### src/rtl/round_sequencer.sv
// Crossy Robbers game sequencer: menu, countdown, timed play, end-of-round.
// Owns frame/second timers, loot scores, winner and entity control pulses.
module round_sequencer #(
  parameter int FRAMES_PER_SEC = 60,
  parameter int COUNTDOWN_SEC  = 3,
  parameter int ROUND_SEC      = 90,
  parameter int END_HOLD_SEC   = 5,
  parameter int SCORE_W        = 8
) (
  input  logic               Clk,
  input  logic               Reset,
  input  logic               frame_tick,
  input  logic               start,
  input  logic               p1_hit,
  input  logic               p2_hit,
  input  logic               p1_deposit,
  input  logic               p2_deposit,
  output logic [1:0]         state,
  output logic [1:0]         countdown,
  output logic [6:0]         time_left,
  output logic [SCORE_W-1:0] p1_score,
  output logic [SCORE_W-1:0] p2_score,
  output logic [1:0]         winner,
  output logic               run,
  output logic               respawn_p1,
  output logic               respawn_p2,
  output logic               round_init
);

  typedef enum logic [1:0] {
    S_MENU = 2'b00,
    S_CD   = 2'b01,
    S_PLAY = 2'b10,
    S_END  = 2'b11
  } state_e;

  localparam int FW = $clog2(FRAMES_PER_SEC + 1);
  localparam int HW = $clog2(END_HOLD_SEC + 1);
  localparam logic [SCORE_W-1:0] SMAX = '1;

  state_e             state_q, state_d;
  logic [1:0]         countdown_q, countdown_d;
  logic [6:0]         time_left_q, time_left_d;
  logic [SCORE_W-1:0] p1_score_q, p1_score_d;
  logic [SCORE_W-1:0] p2_score_q, p2_score_d;
  logic [1:0]         winner_q, winner_d;
  logic               run_q, run_d;
  logic               resp1_q, resp1_d;
  logic               resp2_q, resp2_d;
  logic               init_q, init_d;
  logic [FW-1:0]      frame_cnt_q, frame_cnt_d;
  logic [HW-1:0]      hold_cnt_q, hold_cnt_d;
  logic               start_q;
  logic               start_rise;
  logic               sec_tick;

  function automatic logic [1:0] pick_winner(
    input logic [SCORE_W-1:0] a,
    input logic [SCORE_W-1:0] b
  );
    if (a > b)      return 2'b01;
    else if (b > a) return 2'b10;
    else            return 2'b11;
  endfunction

  assign start_rise = start & ~start_q;
  assign sec_tick   = frame_tick &&
                      (frame_cnt_q == FW'(FRAMES_PER_SEC - 1));

  always_comb begin
    state_d     = state_q;
    countdown_d = countdown_q;
    time_left_d = time_left_q;
    p1_score_d  = p1_score_q;
    p2_score_d  = p2_score_q;
    winner_d    = winner_q;
    hold_cnt_d  = hold_cnt_q;
    resp1_d     = 1'b0;
    resp2_d     = 1'b0;
    init_d      = 1'b0;
    frame_cnt_d = frame_cnt_q;
    if (frame_tick)
      frame_cnt_d = sec_tick ? '0 : frame_cnt_q + FW'(1);

    unique case (state_q)
      S_MENU: begin
        if (start_rise) begin
          state_d     = S_CD;
          p1_score_d  = '0;
          p2_score_d  = '0;
          winner_d    = 2'b00;
          countdown_d = 2'(COUNTDOWN_SEC);
          time_left_d = 7'(ROUND_SEC);
          init_d      = 1'b1;
        end
      end
      S_CD: begin
        if (sec_tick) begin
          countdown_d = countdown_q - 2'd1;
          if (countdown_q == 2'd1) state_d = S_PLAY;
        end
      end
      S_PLAY: begin
        // a hit in the same cycle as a deposit forfeits the deposit
        if (p1_hit) resp1_d = 1'b1;
        else if (p1_deposit && p1_score_q != SMAX)
          p1_score_d = p1_score_q + 1'b1;
        if (p2_hit) resp2_d = 1'b1;
        else if (p2_deposit && p2_score_q != SMAX)
          p2_score_d = p2_score_q + 1'b1;
        if (sec_tick) begin
          time_left_d = time_left_q - 7'd1;
          if (time_left_q == 7'd1) begin
            state_d    = S_END;
            hold_cnt_d = '0;
            winner_d   = pick_winner(p1_score_d, p2_score_d);
          end
        end
      end
      S_END: begin
        if (start_rise) begin
          state_d = S_MENU;
        end else if (sec_tick) begin
          hold_cnt_d = hold_cnt_q + HW'(1);
          if (hold_cnt_q == HW'(END_HOLD_SEC - 1)) state_d = S_MENU;
        end
      end
      default: state_d = S_MENU;
    endcase

    if (state_d != state_q) frame_cnt_d = '0;
    run_d = (state_d == S_PLAY);
  end

  always_ff @(posedge Clk) begin
    if (Reset) begin
      state_q     <= S_MENU;
      countdown_q <= '0;
      time_left_q <= 7'(ROUND_SEC);
      p1_score_q  <= '0;
      p2_score_q  <= '0;
      winner_q    <= 2'b00;
      run_q       <= 1'b0;
      resp1_q     <= 1'b0;
      resp2_q     <= 1'b0;
      init_q      <= 1'b0;
      frame_cnt_q <= '0;
      hold_cnt_q  <= '0;
      start_q     <= 1'b1;
    end else begin
      state_q     <= state_d;
      countdown_q <= countdown_d;
      time_left_q <= time_left_d;
      p1_score_q  <= p1_score_d;
      p2_score_q  <= p2_score_d;
      winner_q    <= winner_d;
      run_q       <= run_d;
      resp1_q     <= resp1_d;
      resp2_q     <= resp2_d;
      init_q      <= init_d;
      frame_cnt_q <= frame_cnt_d;
      hold_cnt_q  <= hold_cnt_d;
      start_q     <= start;
    end
  end

  assign state      = state_q;
  assign countdown  = countdown_q;
  assign time_left  = time_left_q;
  assign p1_score   = p1_score_q;
  assign p2_score   = p2_score_q;
  assign winner     = winner_q;
  assign run        = run_q;
  assign respawn_p1 = resp1_q;
  assign respawn_p2 = resp2_q;
  assign round_init = init_q;

endmodule

### config.mk
export PLATFORM = sky130hd
export DESIGN_NAME = round_sequencer
export DESIGN_NICKNAME = d
export VERILOG_FILES = /design/src/rtl/round_sequencer.sv
export SDC_FILE = /design/constraint.sdc
export NUM_CORES = 1
export LEC_CHECK = 0
export BUFFER_PORTS_ARGS = -buffer_cell sky130_fd_sc_hd__buf_2
export CORE_MARGIN = 4
export CORE_UTILIZATION = 58
export DETAILED_ROUTE_END_ITERATION = 16
export PLACE_DENSITY = 0.82
export REMOVE_ABC_BUFFERS = 1
export SYNTH_ARGS = -nofsm -noshare
export SYNTH_HDL_FRONTEND = slang
export SYNTH_SLANG_ARGS = --single-unit
### constraint.sdc
create_clock -name Clk -period 9.3 [get_ports Clk]
set_clock_uncertainty 0.15 [all_clocks]
set_input_delay 0.93 -clock Clk [delete_from_list [all_inputs] [get_ports Clk]]
set_output_delay 0.93 -clock Clk [all_outputs]
set_load 0.02 [all_outputs]
# Word level (Yosys, flattened, before mapping)
# Index checks and enable logic that the tools add are counted.
dict set report word_totals {
  reg_bits 43
  out_inout_bits 33
  elab_cells 96
}
dict set report classes {
  n_addsub 6
  n_lt_le_gt_ge 2
  eq_ne 17
  mux 39
  bitwise 4
  n_reduce_logical 15
}
# op count
set op_table {}
lappend op_table {{two-way mux 8 bit} 7}
lappend op_table {{one-hot mux 8 bit (2 select lines)} 2}
lappend op_table {{two-way mux 2 bit} 14}
lappend op_table {{adder 8 x 1 -> 8 bit (second input constant)} 2}
lappend op_table {{greater-than comparator 8 bit} 2}
lappend op_table {{inequality test 8 bit (second input constant)} 2}
lappend op_table {{two-way mux 7 bit} 2}
lappend op_table {{one-hot mux 7 bit (2 select lines)} 1}
lappend op_table {{two-way mux 3 bit} 4}
lappend op_table {{inequality test 2 bit (second input constant)} 6}
lappend op_table {{one-hot mux 2 bit (2 select lines)} 2}
lappend op_table {{one-hot mux 2 bit (4 select lines)} 1}
lappend op_table {{equality test 7 x 1 -> 1 bit (second input constant)} 1}
lappend op_table {{subtractor 7 x 1 -> 7 bit (second input constant)} 1}
lappend op_table {{adder 6 x 1 -> 6 bit (second input constant)} 1}
lappend op_table {{equality test 2 bit (second input constant)} 3}
lappend op_table {{equality test 6 bit (second input constant)} 1}
lappend op_table {{two-way mux 6 bit} 1}
lappend op_table {{one-hot mux 3 bit (2 select lines)} 1}
lappend op_table {{AND reduction 3 bit} 2}
lappend op_table {{nonzero test 2 bit} 3}
lappend op_table {{OR reduction 2 bit} 3}
lappend op_table {{AND reduction 5 bit} 1}
lappend op_table {{equality test 2 x 1 -> 1 bit (second input constant)} 2}
lappend op_table {{11 further kinds} 18}

# Longest topological paths before layout
# Gate-level depths: netlist (run 1).
dict set report logic_depth {
  depth_word 11
  ltp_mapped 11
  ltp_nobuf 11
}

# Least setup slack after synthesis (run 1)
# Ideal clock, no wire load.
dict set report synth_path {
  path_kind {input to register}
  from {input p2_hit}
  to {register winner_q[0], in the netlist winner[0]}
  setup_ns 0.059
  arrival_time_ns 3.128
  setup_slack_ns 5.963
  cell_stages 9
  path_buffers 0
  path_cell_list {nand4b_1 > a2111oi_0 > xor2_1 > ha_1 > o21ai_0 > nor2_1 > or4b_2 > o31ai_1 > o311a_1}
}
dict set report synth_between {
  elab_chain_cells 8
  word_cells_on_any_way 9
  cone_classes {2 x order compare; 7 x mux}
}
# item line
set synth_lines {}
lappend synth_lines {{from (decl)} 15} ;# input logic p2_hit,
lappend synth_lines {{two-way mux 8 bit *} 108} ;# if (p2_hit) resp2_d = 1'b1;
lappend synth_lines {{two-way mux 8 bit *} 85} ;# unique case (state_q)
lappend synth_lines {{greater-than comparator 8 bit} 62} ;# else if (b > a) return 2'b10;
lappend synth_lines {{two-way mux 1 bit} 62}
lappend synth_lines {{two-way mux 2 bit *} 61} ;# if (a > b) return 2'b01;
lappend synth_lines {{two-way mux 2 bit *} 113} ;# if (time_left_q == 7'd1) begin
lappend synth_lines {{two-way mux 2 bit *} 111} ;# if (sec_tick) begin
lappend synth_lines {{one-hot mux 2 bit (2 select lines) *} 85}
lappend synth_lines {{to (signal assigned)} 156} ;# winner_q <= winner_d;
lappend synth_lines {{to (decl)} 46} ;# logic [1:0] winner_q, winner_d;
# Every way passes the cells marked *; elsewhere a longest branch is shown, timed or not. The select of a mux whose other input is x is not followed.
# A chain may end at the register's enable or synchronous reset.

# Worst setup path in the final report (run 1)
# Ends and elaborated chain as after synthesis.

==> flow_metrics.tcl, run 1 <==
set metrics [dict create \
    cts_setup_buffers 0 \
    irDropWorstVdd_uv 106 \
    vias 2297 \
    cp_max_fo 3 \
    final_cell_mix "43 x dfxtp_1, 40 x buf_2, 35 x nand2_1" \
    leakagePower_uw 0.00115 \
    fin_tns_setup_ps 0 \
    arrival_ps 3530 \
    p_per_area_nw_per_um2 120 \
    dieArea_um2 5380 \
    path_cells "buf_2 -> nand4b_1 -> a2111oi_0 -> xor2_1 -> ha_1 -> o21ai_0 -> nor2_1 -> or4b_2 -> o31ai_1 -> o311a_1" \
    postSynthCellCount 298 \
    period_share 0.369 \
    grt_max_degree 19 \
    ys_ff_latch 43 \
    ant_nets 0 \
    ctsLongestPathBuffers 2 \
    clock_latency_ps 300 \
    syn_area_um2 2480 \
    cts_root_buffer "clkbuf_8" \
    drc 0 \
    grt_pass1_vias 2063 \
    routabilityCongestion 0.907 \
    outcome "finished, final reports clean" \
    row_count 23 \
    clkTransAtPathRegs_ps 80 \
    drive_above_1_share 0.162 \
    critPathKind "input pin to register" \
    numClockSinks 43 \
    start_kind "input pin" \
    die_w_um 73.4 \
    core-area_um2 4060 \
    wl_per_cell_um 14.7 \
    antenna_cells 0 \
    nets 357 \
    die_height_um 73.4 \
    drt_pass1_iterations 5 \
    post-route-min-period_ps 3430 \
    start_util 0.611 \
    grt_overflow_total 0 \
    whs_ps 360 \
    via_per_inst 6.00 \
    min_path_type "register to register" \
    ctsResizeCount 0 \
    cpPeakStageDelay_ps 670 \
    setup_viol 0 \
    cts_buffers 5 \
    cp.required_ps 9400 \
    slowest_stage "a2111oi_0" \
    cap_violations 0 \
    hold_buffers 0 \
    fmax_mhz 291 \
    antenna_found_initial 0 \
    yosysWarnings 0 \
    max_slew.worst_pin.slew_ps 1220 \
    grt_pass1_wl_mm 9.25 \
    synth_edf_count 0 \
    h-tree-depth 2 \
    rsz0062_at_grt "false" \
    syn_area_per_cell_um2 8.32 \
    hold_viol 0 \
    num_io_pins 41 \
    portBuffers 40 \
    wirelength_mm 5.64 \
    area_growth_pct 11.3 \
    ys_async_sr_fraction 0 \
    endpoint_kind "register" \
    relSlewSlack 0.186 \
    synth_ff_type "dfxtp_1" \
    dp_hpwl_mm 4.06 \
    ys_types 48 \
    final_util 0.680 \
    track_usage 0.217 \
    drt-initial-drc-count 113 \
    ys_seq_area_frac 0.347 \
    slew_viol_final 0 \
    layout.cells.most_common "dfxtp_1" \
    tritoncts "done" \
]
-- cell usage after synthesis, drive strengths merged, types with 8 or more instances --
cell type | number | area share
xnor2 | 11 | 0.039
nor3 | 8 | 0.016
nor2 | 24 | 0.036
and3 | 8 | 0.020
ha | 16 | 0.081
inv | 12 | 0.018
a21oi | 14 | 0.028
nand3 | 16 | 0.032
nand2 | 36 | 0.058
o21ai | 17 | 0.034
dfxtp | 43 | 0.35
xor2 | 12 | 0.042
-- critical path, delay by kind of cell --
kind | cells | cell delay (ps)
compound gates | 4 | 1070
xor+xnor | 1 | 150
fa+ha+maj | 1 | 350
buf+inv | 1 | 110
simple gates | 3 | 930
-- registers in the layout, summed over array words and instances (netlist names) --
signal / flops
winner: 2
countdown: 2
state: 2
frame_cnt_q: 6
run: 1
p1_score: 8
start_q: 1
round_init: 1
p2_score: 8
hold_cnt_q: 3
respawn_p1: 1
respawn_p2: 1
time_left: 7
-- worst paths after layout --
path	start	to	slack, ps	depth (start not counted)
max reg2reg	p2_score[0]	winner[0]	6010	9
min	countdown[1]	countdown[1]	360	2
min reg2reg	countdown[1]	countdown[1]	360	2
max	p2_hit	winner[0]	5870	10
-- per-stage QoR --
step                setup WS (ps)  std cells  instance area [um^2]  power, uW
finish                       5870        383                  2760        332
global placement             5680        376                  2670        215
floorplan                    5960        286                  2410        207
global route                 5690        383                  2760        346
detailed placement           5630        376                  2670        216
CTS                          5890        383                  2760        335
-- routing by layer --
| metal | global-route usage | vias up | routed length [um] |
|---|---|---|---|
| li1 | - | 1149 | - |
| met1 | 0.288 | 1046 | 2600 |
| met2 | 0.343 | 94 | 2560 |
| met3 | 0.0534 | 8 | 415 |
| met4 | 0.0744 | 0 | 62 |
| met5 | 0 | - | 0 |
-- power by group --
| group | internal [uW] | switching [uW] |
|---|---|---|
| logic | 8.37 | 14.7 |
| clock network | 58.3 | 62.3 |
| registers | 186 | 2.39 |
-- area by class of cell --
type,instances,area (um^2)
Clock inverter,1,5.00
Multi-Input combinational cell,231,1500
Tap cell,50,62.6
Clock buffer,6,82.6
Fill cell,341,1300
Sequential cell,43,861
Timing Repair Buffer,40,200
Inverter,12,45.0
-- logic make-up after synthesis --
kind of cell | count (synthesis) | synth area share
AOI/OAI and AO/OA | 60 | 0.161
DFF | 43 | 0.347
buffers and inverters | 24 | 0.0464
adders and majority gates | 16 | 0.0808
muxes | 3 | 0.0126
xor gates and xnor gates | 23 | 0.0813
and+or+nand+nor | 129 | 0.271
No activity file was read; power rests on OpenSTA's default activity.
==> run 2, diff against run 1 <==
- CORE_UTILIZATION: 58 -> 56
- PLACE_DENSITY: 0.82 -> 0.79
- clock period: 9.3 -> 3.4 ns (I/O delays scaled with it)
==> run 2 against run 1 <==
Against the previous run: clock power grew to 3.3 times the previous value; via count fell by 2.5%; sequential power grew to 2.7 times the previous value; count of clock-buffer cells in the layout decreased by 1; hold slack lost 250 ps; utilization is 0.088 points lower; non-clock buffer count grew 4; first-iteration DRC count up 15%; critical endpoint unchanged; highest routed layer unchanged.
==> flow_metrics.tcl, run 2 (synthesis gave the netlist of run 1 again) <==
set metrics [dict create \
    outcome "finished, final reports clean" \
    relSlewSlack 0.505 \
    die_height_um 74.5 \
    num_io_pins 41 \
    antenna_found_initial 0 \
    ant_nets 0 \
    hold_path_depth 2 \
    met3_usage 0.0486 \
    post-route-min-period_ps 3130 \
    portBuffers 40 \
    seq_power_share 0.526 \
    place_area_um2 2700 \
    switching_share 0.234 \
    numClockSinks 43 \
    start_util 0.598 \
    antenna_cells 0 \
    fillers 357 \
    drive_above_1_share 0.175 \
    routabilityCongestion 0.837 \
    max_slew.worst_pin.slew_ps 741 \
    fin_ws_ps 271 \
    start_kind "register" \
    fin_tns_setup_ps 0 \
    wirelength_mm 5.40 \
    irDropWorstVdd_uv 153 \
    combPwrFrac 0.063 \
    ctsResizeCount 0 \
    drt_pass1_iterations 4 \
    hold_viol 0 \
    place_worst_setup_slack_ps 323 \
    nets 361 \
    drt-initial-drc-count 130 \
    p_sw_uw 230 \
    h-tree-depth 2 \
    finalPower_uw 981 \
    cts_root_buffer "clkbuf_8" \
    dp_hpwl_mm 3.93 \
    top_usage_layer "met2" \
    min-delay-start "start" \
    core-area_um2 4140 \
    hold_buffers 0 \
    area_growth_pct 13.5 \
    row_count 23 \
    vias 2239 \
    clock_power_share 0.411 \
    grt_max_degree 19 \
    via_per_inst 5.77 \
    slew_viol_final 0 \
    rsz0062_at_grt "false" \
    die_w_um 74.5 \
    grt_overflow_total 0 \
    fmax_mhz 320 \
    wl_per_cell_um 13.9 \
    cap_violations 0 \
    track_usage 0.214 \
    final_cell_area_um2 2810 \
    dieArea_um2 5550 \
    cts_buffers 5 \
    use_met2 0.325 \
    min_path_type "input pin to register" \
    clock_latency_ps 300 \
    timing.rr.end "winner[0]" \
    reg2reg_from "p1_score[0]" \
    grt_pass1_vias 2051 \
    r2r_slack_ps 270 \
    final_cell_mix "43 x dfxtp_1, 40 x buf_2, 35 x nand2_1" \
    grt_pass1_wl_mm 9.34 \
    layout.cells.most_common "dfxtp_1" \
    ctsLongestPathBuffers 2 \
    clkTransAtPathRegs_ps 80 \
    critPathKind "register to register" \
    drc 0 \
    tritoncts "done" \
    cp.required_ps 3500 \
    setup_viol 0 \
    holdPathEnd "start_q" \
    period_share 0.920 \
    cp_max_fo 6 \
    grtUsageMet1 0.299 \
    cts_setup_buffers 0 \
    r2r_cells 11 \
    endpoint_kind "register" \
    arrival_ps 3230 \
    p_per_area_nw_per_um2 349 \
    intPower_uw 752 \
    leakagePower_uw 0.00118 \
]
-- run 2: changes by cell type in the layout (fill, tap and decap cells not counted) --
cell       delta
clkbuf_8      -1
clkinv_4      +1
buf_4         +4
bufinv_16     +1
-- run 2: area by class of cell --
class,count,area (um^2),area share
multi-input cells,231,1500,0.534
flip-flops and latches,43,861,0.306
repair buffers,44,230,0.0818
clock buffers,5,68.8,0.0245
well taps,50,62.6,0.0222
inverters,12,45.0,0.0160
clock inverters,3,43.8,0.0156
-- run 2: power groups by stage --
stage / Clock [uW] / Combinational [uW] / Sequential (uW)
6_report: 404 / 61.9 / 516
5_1_grt: 429 / 69.7 / 517
4_1_cts: 413 / 62.1 / 516
3_5_place_dp: 0 / 61.7 / 528
3_3_place_gp: 0 / 60.9 / 528
2_1_floorplan: 0 / 35.7 / 531
-- run 2: how the worst max path moves through the flow --
| stage | depth (start not counted) | slack, ps | from | to |
|---|---|---|---|---|
| finish | 11 | 270 | p1_score[0] | winner[0] |
| global route | 11 | 30 | p1_score[0] | winner[0] |
| CTS | 11 | 300 | p1_score[0] | winner[0] |
| detailed placement | 11 | 320 | p1_score[0] | winner[0] |
| global placement | 11 | 390 | p1_score[0] | winner[0] |
| floorplan | 11 | 350 | p1_score[0] | winner[0] |
-- run 2: through the flow --
step / hold slack [ps] / std cells / util
after CTS: 94.7 / 388 / 0.679
after floorplan: 259 / 286 / -
after global placement: 341 / 380 / 0.652
final: 107 / 388 / 0.679
after detailed placement: 342 / 380 / 0.652
after global routing: 121 / 388 / 0.679
-- run 2: layer usage --
layer	wire [um]	vias to the layer above
met5	0	-
met4	82	0
met3	354	8
met2	2300	78
met1	2660	1004
li1	-	1149
-- run 2: critical path, cell delays in order, from the launching register on --
cell	delay (ps)
dfxtp_1	370
ha_1	230
and3_1	230
a31oi_1	350
nand3_1	140
xor2_1	170
ha_1	180
a211oi_1	240
nor2_1	100
or4b_2	630
o31ai_1	90
o311a_1	190
==> run 3, diff against run 2 <==
==> constraint.sdc (replaced) <==
create_clock -name Clk -period 3.4 [get_ports Clk]
set_clock_uncertainty 0.15 [all_clocks]
set_input_delay 0 -clock Clk [delete_from_list [all_inputs] [get_ports Clk]]
set_output_delay 0 -clock Clk [all_outputs]
set_load 0.02 [all_outputs]
==> run 3 against run 2 <==
Against the previous run: worst setup slack worse by 76 ps; via count up 2.7%; first-iteration DRC count up 13%; critical path depth unchanged; critical path type unchanged; largest cell class unchanged.
==> flow_metrics.tcl, run 3 (synthesis gave the netlist of run 1 again) <==
set metrics [dict create \
    setup_viol 0 \
    use_met2 0.332 \
    die_w_um 74.5 \
    final_cell_mix "43 x dfxtp_1, 40 x buf_2, 35 x nand2_1" \
    drive_above_1_share 0.169 \
    slew_viol_final 0 \
    nets 367 \
    grtUsageMet1 0.315 \
    start_util 0.598 \
    switching_share 0.209 \
    clkTransAtPathRegs_ps 80 \
    via_per_inst 5.84 \
    p_sw_uw 219 \
    track_usage 0.223 \
    grt_pass1_wl_mm 9.74 \
    numClockSinks 43 \
    clock_latency_ps 300 \
    grt_max_degree 19 \
    arrival_ps 3300 \
    cp.required_ps 3490 \
    drc 0 \
    fmax_mhz 312 \
    multi_input_area_um2 1500 \
    hold_path_depth 5 \
    area_growth_pct 16.8 \
    fin_cells 394 \
    dp_hpwl_mm 4.15 \
    hold_viol 0 \
    seq_area_um2 861 \
    cts_root_buffer "clkbuf_8" \
    layout.cells.most_common "dfxtp_1" \
    min_path_type "input pin to register" \
    clock_power_share 0.444 \
    tritoncts "done" \
    drt-initial-drc-count 147 \
    seq_power_share 0.491 \
    intPower_uw 831 \
    cp_max_fo 6 \
    die_height_um 74.5 \
    endpoint_kind "register" \
    relSlewSlack 0.506 \
    cap_violations 0 \
    cts_setup_buffers 0 \
    leakagePower_uw 0.00121 \
    antenna_found_initial 0 \
    grt_overflow_total 0 \
    max_slew.worst_pin.slew_ps 740 \
    place_inst 380 \
    wirelength_mm 5.73 \
    row_count 23 \
    drt_pass1_iterations 4 \
    place_worst_setup_slack_ps 288 \
    vias 2299 \
    fin_tns_setup_ps 0 \
    period_share 0.943 \
    grt_pass1_vias 2101 \
    critPathKind "register to register" \
    dieArea_um2 5550 \
    place_area_um2 2700 \
    post-route-min-period_ps 3200 \
    wl_per_cell_um 14.5 \
    met3_usage 0.0500 \
    r2r_cells 11 \
    rsz0062_at_grt "false" \
    portBuffers 40 \
    final_util 0.698 \
    irDropWorstVdd_uv 449 \
    ctsLongestPathBuffers 2 \
    start_kind "register" \
    fin_ws_ps 195 \
    final_cell_area_um2 2890 \
    num_io_pins 41 \
    fillers 353 \
    cts_buffers 5 \
    h-tree-depth 2 \
    top_usage_layer "met2" \
    antenna_cells 0 \
    ant_nets 0 \
    routabilityCongestion 0.802 \
    combPwrFrac 0.065 \
    core-area_um2 4140 \
    outcome "finished, final reports clean" \
    p_per_area_nw_per_um2 363 \
]
run 3: cell types whose count changed in the layout (fill, tap and decap cells not counted):
| cell | previous run | this run |
|---|---|---|
| dlygate4sd3_1 | 0 | 6 |
| clkbuf_1 | 0 | 1 |
| bufinv_16 | 1 | 2 |
| clkinv_2 | 1 | 0 |
| clkinv_4 | 1 | 0 |
run 3: final timing paths:
kind	from	end	slack (ps)
worst max-delay path	p1_score[0]	winner[0]	200
worst min-delay path	p1_deposit	p1_score[6]	40
worst max register to register	p1_score[0]	winner[0]	200
worst min register to register	countdown[1]	countdown[1]	350
run 3: area by class of cell:
class | instances | area share
sequential | 43 | 0.297
clock buffer | 6 | 0.0251
tap | 50 | 0.0216
timing repair buffer | 50 | 0.100
clock inverter | 2 | 0.0208
inverter | 12 | 0.0156
multi-input combinational | 231 | 0.519
run 3: power groups by stage:
stage / combinational, uW / clock [uW] / sequential [uW]
6_report: 68.3 / 466 / 516
5_1_grt: 76.8 / 498 / 517
4_1_cts: 68.3 / 480 / 516
3_5_place_dp: 62.7 / 0 / 528
3_3_place_gp: 61.1 / 0 / 528
2_1_floorplan: 35.7 / 0 / 531
run 3: repair_timing:
item | CTS | global route
hold buffers | 6 | 0
gates resized for setup | 0 | 0
endpoints found under the hold margin | 17 | 0
run 3: critical path, stage by stage (launching register included):
cell      delay, ps
dfxtp_1         420
ha_1            190
and3_1          250
nand3_1         150
and3_1          260
xnor2_1         130
ha_1            320
a211oi_1        240
nor2_1          110
or4b_2          640
o31ai_1          90
o311a_1         190
run 3: stage by stage:
| stage | total power [uW] | hold WS (ps) |
|---|---|---|
| global route | 1090 | 66.7 |
| floorplan | 567 | -80.9 |
| detailed placement | 591 | 73.9 |
| CTS | 1060 | 24.2 |
| finish | 1050 | 35.8 |
| global placement | 589 | 69.4 |
run 3: routing by layer:
| metal | part of all wire | wire, um | vias to the layer above |
|---|---|---|---|
| li1 | - | - | 1164 |
| met1 | 0.49 | 2790 | 1067 |
| met2 | 0.44 | 2540 | 60 |
| met3 | 0.054 | 310 | 8 |
| met4 | 0.015 | 87 | 0 |
| met5 | 0 | 0 | - |
